### src/rtl/addsub_acc_seq.sv
// addsub_acc_seq: command sequencer and accumulator wrapped around an external
// combinational W-bit adder/subtractor. Commands (LOAD/ADD/SUB/CLEAR) arrive
// over a valid/ready handshake. The block feeds the adder from registers and
// captures its sum during a single EXEC cycle. Each result, with its flags, is
// then offered downstream over a second valid/ready handshake.
// Optional feature: define ADDSUB_SAT_EN for unsigned saturation of ADD/SUB.
module addsub_acc_seq #(
  parameter int W = 4
) (
  input  logic         clk,
  input  logic         rst_n,
  input  logic         in_valid,
  output logic         in_ready,
  input  logic [1:0]   in_op,
  input  logic [W-1:0] in_data,
  output logic [W-1:0] adder_a,
  output logic [W-1:0] adder_b,
  output logic         adder_ctrl,
  input  logic [W:0]   adder_sum,
  output logic         out_valid,
  input  logic         out_ready,
  output logic [W-1:0] out_acc,
  output logic         out_carry,
  output logic         out_borrow,
  output logic         out_zero,
  output logic         out_ovf
);

  localparam logic [1:0] OP_LOAD  = 2'b00;
  localparam logic [1:0] OP_ADD   = 2'b01;
  localparam logic [1:0] OP_SUB   = 2'b10;
  localparam logic [1:0] OP_CLEAR = 2'b11;

  typedef enum logic [1:0] {
    ST_IDLE = 2'b00,
    ST_EXEC = 2'b01,
    ST_RESP = 2'b10
  } state_t;

  state_t r_state;
  state_t w_state_next;

  logic [1:0]   r_op;
  logic [W-1:0] r_opnd;
  logic [W-1:0] r_acc;
  logic         r_ctrl;
  logic         r_carry;
  logic         r_borrow;
  logic         r_zero;
  logic         r_ovf;

  logic         w_accept;
  logic         w_release;
  logic [W-1:0] w_acc_next;
  logic         w_carry_next;
  logic         w_borrow_next;
  logic         w_zero_next;
  logic         w_ovf_next;

  // in_ready is gated by rst_n so it reads 0 for the whole reset interval,
  // even though the state register already sits at IDLE.
  assign in_ready  = (r_state == ST_IDLE) && rst_n;
  assign out_valid = (r_state == ST_RESP);
  assign w_accept  = in_valid && in_ready;
  assign w_release = (r_state == ST_RESP) && out_ready;

  // The adder is fed straight from registers so its inputs are stable all EXEC.
  assign adder_a    = r_acc;
  assign adder_b    = r_opnd;
  assign adder_ctrl = r_ctrl;

  assign out_acc    = r_acc;
  assign out_carry  = r_carry;
  assign out_borrow = r_borrow;
  assign out_zero   = r_zero;
  assign out_ovf    = r_ovf;

  // State register.
  always_ff @(posedge clk or negedge rst_n) begin
    if (!rst_n) begin
      r_state <= ST_IDLE;
    end else begin
      r_state <= w_state_next;
    end
  end

  // Next-state logic: IDLE -> EXEC on accept, EXEC lasts one cycle, RESP waits for out_ready.
  always_comb begin
    w_state_next = r_state;
    case (r_state)
      ST_IDLE: if (w_accept)  w_state_next = ST_EXEC;
      ST_EXEC:                w_state_next = ST_RESP;
      ST_RESP: if (w_release) w_state_next = ST_IDLE;
      default:                w_state_next = ST_IDLE;
    endcase
  end

  // Result and flag computation from the adder output and the latched opcode.
  always_comb begin
    w_acc_next    = r_acc;
    w_carry_next  = 1'b0;
    w_borrow_next = 1'b0;
    w_ovf_next    = 1'b0;
    case (r_op)
      OP_LOAD: begin
        w_acc_next = r_opnd;
      end
      OP_ADD: begin
        w_acc_next   = adder_sum[W-1:0];
        w_carry_next = adder_sum[W];
        w_ovf_next   = (r_acc[W-1] == r_opnd[W-1]) && (adder_sum[W-1] != r_acc[W-1]);
`ifdef ADDSUB_SAT_EN
        if (adder_sum[W]) w_acc_next = '1;
`endif
      end
      OP_SUB: begin
        // The adder masks its top bit on subtract, so borrow is derived locally.
        w_acc_next    = adder_sum[W-1:0];
        w_borrow_next = (r_acc < r_opnd);
        w_ovf_next    = (r_acc[W-1] != r_opnd[W-1]) && (adder_sum[W-1] != r_acc[W-1]);
`ifdef ADDSUB_SAT_EN
        if (r_acc < r_opnd) w_acc_next = '0;
`endif
      end
      OP_CLEAR: begin
        w_acc_next = '0;
      end
      default: begin
        w_acc_next = '0;
      end
    endcase
    w_zero_next = (w_acc_next == '0);
  end

  // Datapath registers: latch the command on accept, commit the result at the end of EXEC.
  always_ff @(posedge clk or negedge rst_n) begin
    if (!rst_n) begin
      r_op     <= OP_LOAD;
      r_opnd   <= '0;
      r_acc    <= '0;
      r_ctrl   <= 1'b0;
      r_carry  <= 1'b0;
      r_borrow <= 1'b0;
      r_zero   <= 1'b0;
      r_ovf    <= 1'b0;
    end else begin
      if (w_accept) begin
        r_op   <= in_op;
        r_opnd <= in_data;
        r_ctrl <= (in_op == OP_SUB);
      end
      if (r_state == ST_EXEC) begin
        r_acc    <= w_acc_next;
        r_carry  <= w_carry_next;
        r_borrow <= w_borrow_next;
        r_zero   <= w_zero_next;
        r_ovf    <= w_ovf_next;
      end
      if (w_release) begin
        r_ctrl <= 1'b0;
      end
    end
  end

endmodule
### config.mk
export PLATFORM = sky130hd
export DESIGN_NAME = addsub_acc_seq
export DESIGN_NICKNAME = d
export VERILOG_FILES = /design/src/rtl/addsub_acc_seq.sv
export SDC_FILE = /design/constraint.sdc
export NUM_CORES = 1
export LEC_CHECK = 0
export CORE_MARGIN = 1
export CORE_UTILIZATION = 35
export CTS_CLUSTER_SIZE = 40
export DETAILED_ROUTE_END_ITERATION = 8
export DONT_BUFFER_PORTS = 1
export PLACE_DENSITY = 0.5
export RECOVER_POWER = 100
export SLEW_MARGIN = 15
export SYNTH_ARGS = -nofsm -noshare
export SYNTH_HDL_FRONTEND = slang
export SYNTH_SLANG_ARGS = --single-unit
### constraint.sdc
create_clock -name clk -period 1.6 [get_ports clk]
set_input_delay 0.32 -clock clk [delete_from_list [all_inputs] [get_ports clk]]
set_output_delay 0.32 -clock clk [all_outputs]
set_load 0.02 [all_outputs]
# Word-level counts from Yosys, hierarchy flattened
# Cells that the tools add are included.
# word_totals
reg_bits,17
out_inout_bits,19
inputBits,15
wordCells,41
# classes
reduce_logical,11
mux,9
n_lt_le_gt_ge,1
eq_ne,11
# ops
op,n
$pmux W4 S3,1
$eq A2 B2 Y1 const B,4
$pmux W2 S3,1
$logic_and A1 B1 Y1,5
$eq A2 B1 Y1 const B,2
$logic_not A2 Y1,2
$logic_not A4 Y1,1
$lt A4 B4 Y1,1
$mux W1,4
$mux W2,2
$ne A1 B1 Y1,2
$ne A2 B1 Y1 const B,1
$ne A2 B2 Y1 const B,1
$pmux W1 S2,1
$reduce_and A2 Y1,1
$reduce_bool A2 Y1,1
$reduce_or A2 Y1,1
$eq A1 B1 Y1,1

# Longest topological paths before layout
# depth
word_depth,5
mapped_depth,6
mapped_depth_nobuf,6

# Least setup slack after synthesis
# Ideal clock, no wire load.
# synth_timing
path_kind,register to register
start,register r_state[1]
end,register r_ctrl (netlist: adder_ctrl)
t_required_ns,1.473
slack_ns,0.217
arrival_ns,1.256
period_less_slack_ns,1.383
stages_incl_launch_ff,6
setup_ns,0.127
path_cell_list,dfrtp_1 -> nor3b_2 -> and2_1 -> buf_6 -> mux2i_1 -> a21oi_1
# synth_via
elab_chain_cells,4
word_cells_on_any_way,7
cone_classes,eq/ne (1); mux (1); reduce/logical (5)
# synth_rtl
item,line_no,rtl
start: declaration,40,state_t r_state;
start signal: assignment,83,r_state <= w_state_next;
$logic_not A2 Y1,62,assign in_ready = (r_state == ST_IDLE) && rst_n;
$logic_and A1 B1 Y1,62,
named net in_ready,13,"output logic in_ready,"
$logic_and A1 B1 Y1,64,assign w_accept = in_valid && in_ready;
$reduce_bool A2 Y1 (no line),-,
end signal: assignment,150,r_ctrl <= (in_op == OP_SUB);
end: declaration,46,logic r_ctrl;
# The timed path passes the listed nets, and every way through them passes these cells.
# A chain may end at the register's enable or synchronous reset.

# Final worst setup path
# layout_timing
start,register r_state[1]
end,output port in_ready
# layout_via
elab_chain_cells,2
# layout_rtl
item,line_no
$logic_not A2 Y1,62
$logic_and A1 B1 Y1,62
end: declaration,13
# No other way between the ends.

==> impl_metrics.toml <==
[status]
outcome = "complete, no violations"

[worst_setup_path]
r2r-end = "out_zero"
r2r_setup_slack_ns = 0.19
worstPathArrival_ns = 1.17
r2r_start = "r_op[0]"
crit_path_start = "r_state[1]"
end_kind = "output pin"
crit_cells = 2
critPathCapture = "in_ready"
reg2reg_depth = 6
crit_type = "reg -> out"
path_cells = "nor3b_1, clkbuf_2"
slowest_delay_ns = 0.39
cp_max_fo = 3
start_kind = "flop"
critPathSlowestCell = "dfrtp_1"
cp.required_ns = 1.28
path_buf_inv = 1
critPathTopFamily = "flip-flops"

[cells_and_area]
fillerInstances = 234
drive_gt1_share_pct = 7.00
ff_latch_area_um2 = 425
diodes = 0
nNetsFinal = 122
stdcell_count = 128
areaGrowthSynthToFinish_pct = 6.41
multiInputGateArea_um2 = 357

[sta]
final_max_slew_viol_count = 0
worstMarginPinSlew_ns = 0.784
rsz0062_at_grt = "false"
clock.fmax_mhz = 670
hold_viol_final = 0
finalWorstPathRequiredPeriod_ns = 1.49
setup_viol = 0
fin_setup_tns_ns = 0
clock_skew_ns = 0.00607
slew_headroom_pct = 47.6
fin_crit_sh_pct = 93.3

[drt]
post-route-drc-count = 0
wire_per_inst_um = 14.8
dr.pass1.iters = 4
ant_nets = 0
via_count = 635
wl_um = 1900
via_per_inst = 4.96
drt_iter0_drc = 7

[die]
die_area_mm2 = 0.00271
core-area_mm2 = 0.00230
io-pin-count = 34
die_w_um = 52.1
start_util_pct = 38.2
rows = 17
die_h_um = 52.1

[yosys]
yosys.area.top_type = "dfrtp_1"
synth_cell_types = 21
syn_inst = 92
synth_nets = 113
ys_seq_area_share_pct = 48.4
avgSynthCellArea_um2 = 9.55
synth.area.top_cells = "dfrtp_1, o21ai_0, ha_1"
synth_area_um2 = 878
synth-async-reset-ratio_pct = 100
synth-edff-count = 0
synthTopCellsByCount = "o21ai_0, dfrtp_1, nand2_1"
ys_ff_latch = 17
post-synth-top-count-cell = "o21ai_0"
synth_ff_type = "dfrtp_1"
yosys.area.top_type_share_pct = 48.4
ys_warn_count = 0

[clock_tree]
postCtsSetupRepairBufs = 0
cts_resized = 0
hold_buffers = 1
cts_max_level = 1
cts-root-buf = "clkbuf_4"
numCtsBuffers = 3
clock_latency_ns = 0.29
clock-sinks = 17
cts_tree = "yes"
path_clk_slew_ns = 0.09
cts_buffer_depth = 2

[run]
drv_cap = 0

[power]
pwr-share-clk_pct = 14.7
leakagePower_uw = 0.000442
ir_drop_mv = 0.708
p_int_uw = 859
p_switching_uw = 732
power.share.combinational_pct = 40.8
switching_share_pct = 46.0
power_density_mw_per_mm2 = 1700
seq_power_share_pct = 44.5

[global_route]
grt_pass1_vias = 636
grt_pass1_wl_um = 3090
gr-total-overflow = 0
antenna_found_initial = 0
grt.total_usage_pct = 16.4
grt_max_degree = 18

[place]
dp.cells = 123
dp_hpwl_um = 1420
place_congestion = 0.775
io_buffer_count = 0

[worst_hold_path]
worstHoldStart = "out_ready"
hp-class = "in -> reg"
hold_depth = 1
## worst min path at each step
stage | to | slack [ns]
after floorplan | adder_a[0] | 0.02
after global placement | out_carry | 0.02
after detailed placement | out_carry | 0.02
after CTS | adder_ctrl | 0.09
after global routing | adder_ctrl | 0.09
final | adder_ctrl | 0.10
## final cells by class
type / instances / share of cell area (%)
Multi-Input combinational cell: 59 / 38.2
Inverter: 9 / 3.61
Sequential cell: 17 / 45.5
Clock buffer: 4 / 2.81
Timing Repair Buffer: 11 / 6.16
Tap cell: 28 / 3.75
## flip-flops by register name (all words and copies together), names as in the netlist
name and count:
adder_a 4, adder_b 4, r_op 2, r_state 2
adder_ctrl 1, out_borrow 1, out_carry 1, out_ovf 1
out_zero 1
## per-stage QoR
stage | power, µW | util, % | hold slack [ns] | instance area, µm² | worst slack (ns)
after floorplan | 1270 | - | 0.0244 | 878 | 0.217
after global placement | 1410 | 40.5 | 0.0248 | 931 | 0.249
after detailed placement | 1420 | 40.5 | 0.0248 | 931 | 0.177
after CTS | 1670 | 42.1 | 0.0890 | 967 | 0.157
after global routing | 1740 | 40.7 | 0.0879 | 935 | 0.0466
final | 1590 | 40.7 | 0.100 | 935 | 0.106
## power by group through the flow
| stage | registers (µW) | clock network [µW] | logic [µW] |
|---|---|---|---|
| 3_5_place_dp | 720 | 0 | 700 |
| 6_report | 708 | 234 | 649 |
| 2_1_floorplan | 810 | 0 | 455 |
| 4_1_cts | 711 | 245 | 714 |
| 3_3_place_gp | 717 | 0 | 690 |
| 5_1_grt | 729 | 263 | 748 |
## cells by family after synthesis
family | count (synthesis) | share of synthesized area (%)
AOI/OAI and AO/OA | 26 | 16.4
and+or+nand+nor | 24 | 13.1
DFF | 17 | 48.4
buffers and inverters | 16 | 10.4
adders and majority gates | 6 | 8.55
xor gates and xnor gates | 2 | 1.99
muxes | 1 | 1.14
## cells in the final DEF, fill, tap and decap left out
master | netlist | layout
nand3_1 | 2 | 2
inv_1 | 9 | 9
xor2_1 | 2 | 2
or2b_1 | 1 | 1
and2_1 | 1 | 1
nor2b_1 | 2 | 2
mux2i_1 | 1 | 1
a21oi_1 | 3 | 3
a22oi_1 | 3 | 3
clkbuf_1 | 0 | 7
ha_1 | 6 | 6
o21ai_0 | 18 | 18
buf_4 | 4 | 2
nor3b_1 | 0 | 1
dfrtp_1 | 17 | 17
o41ai_1 | 1 | 1
clkbuf_2 | 0 | 2
nor2_1 | 1 | 1
clkbuf_4 | 0 | 3
nand2b_1 | 1 | 1
a21boi_0 | 1 | 1
nand2_1 | 15 | 15
dlygate4sd3_1 | 0 | 1
## layer usage
metal	share of wire (%)	up-vias	track usage [%]
met5	0	-	0
met4	0.84	0	5.41
met3	12	2	8.77
met2	42	25	23.3
met1	45	290	21.0
li1	-	318	-
(Power assumes the default switching activity.)
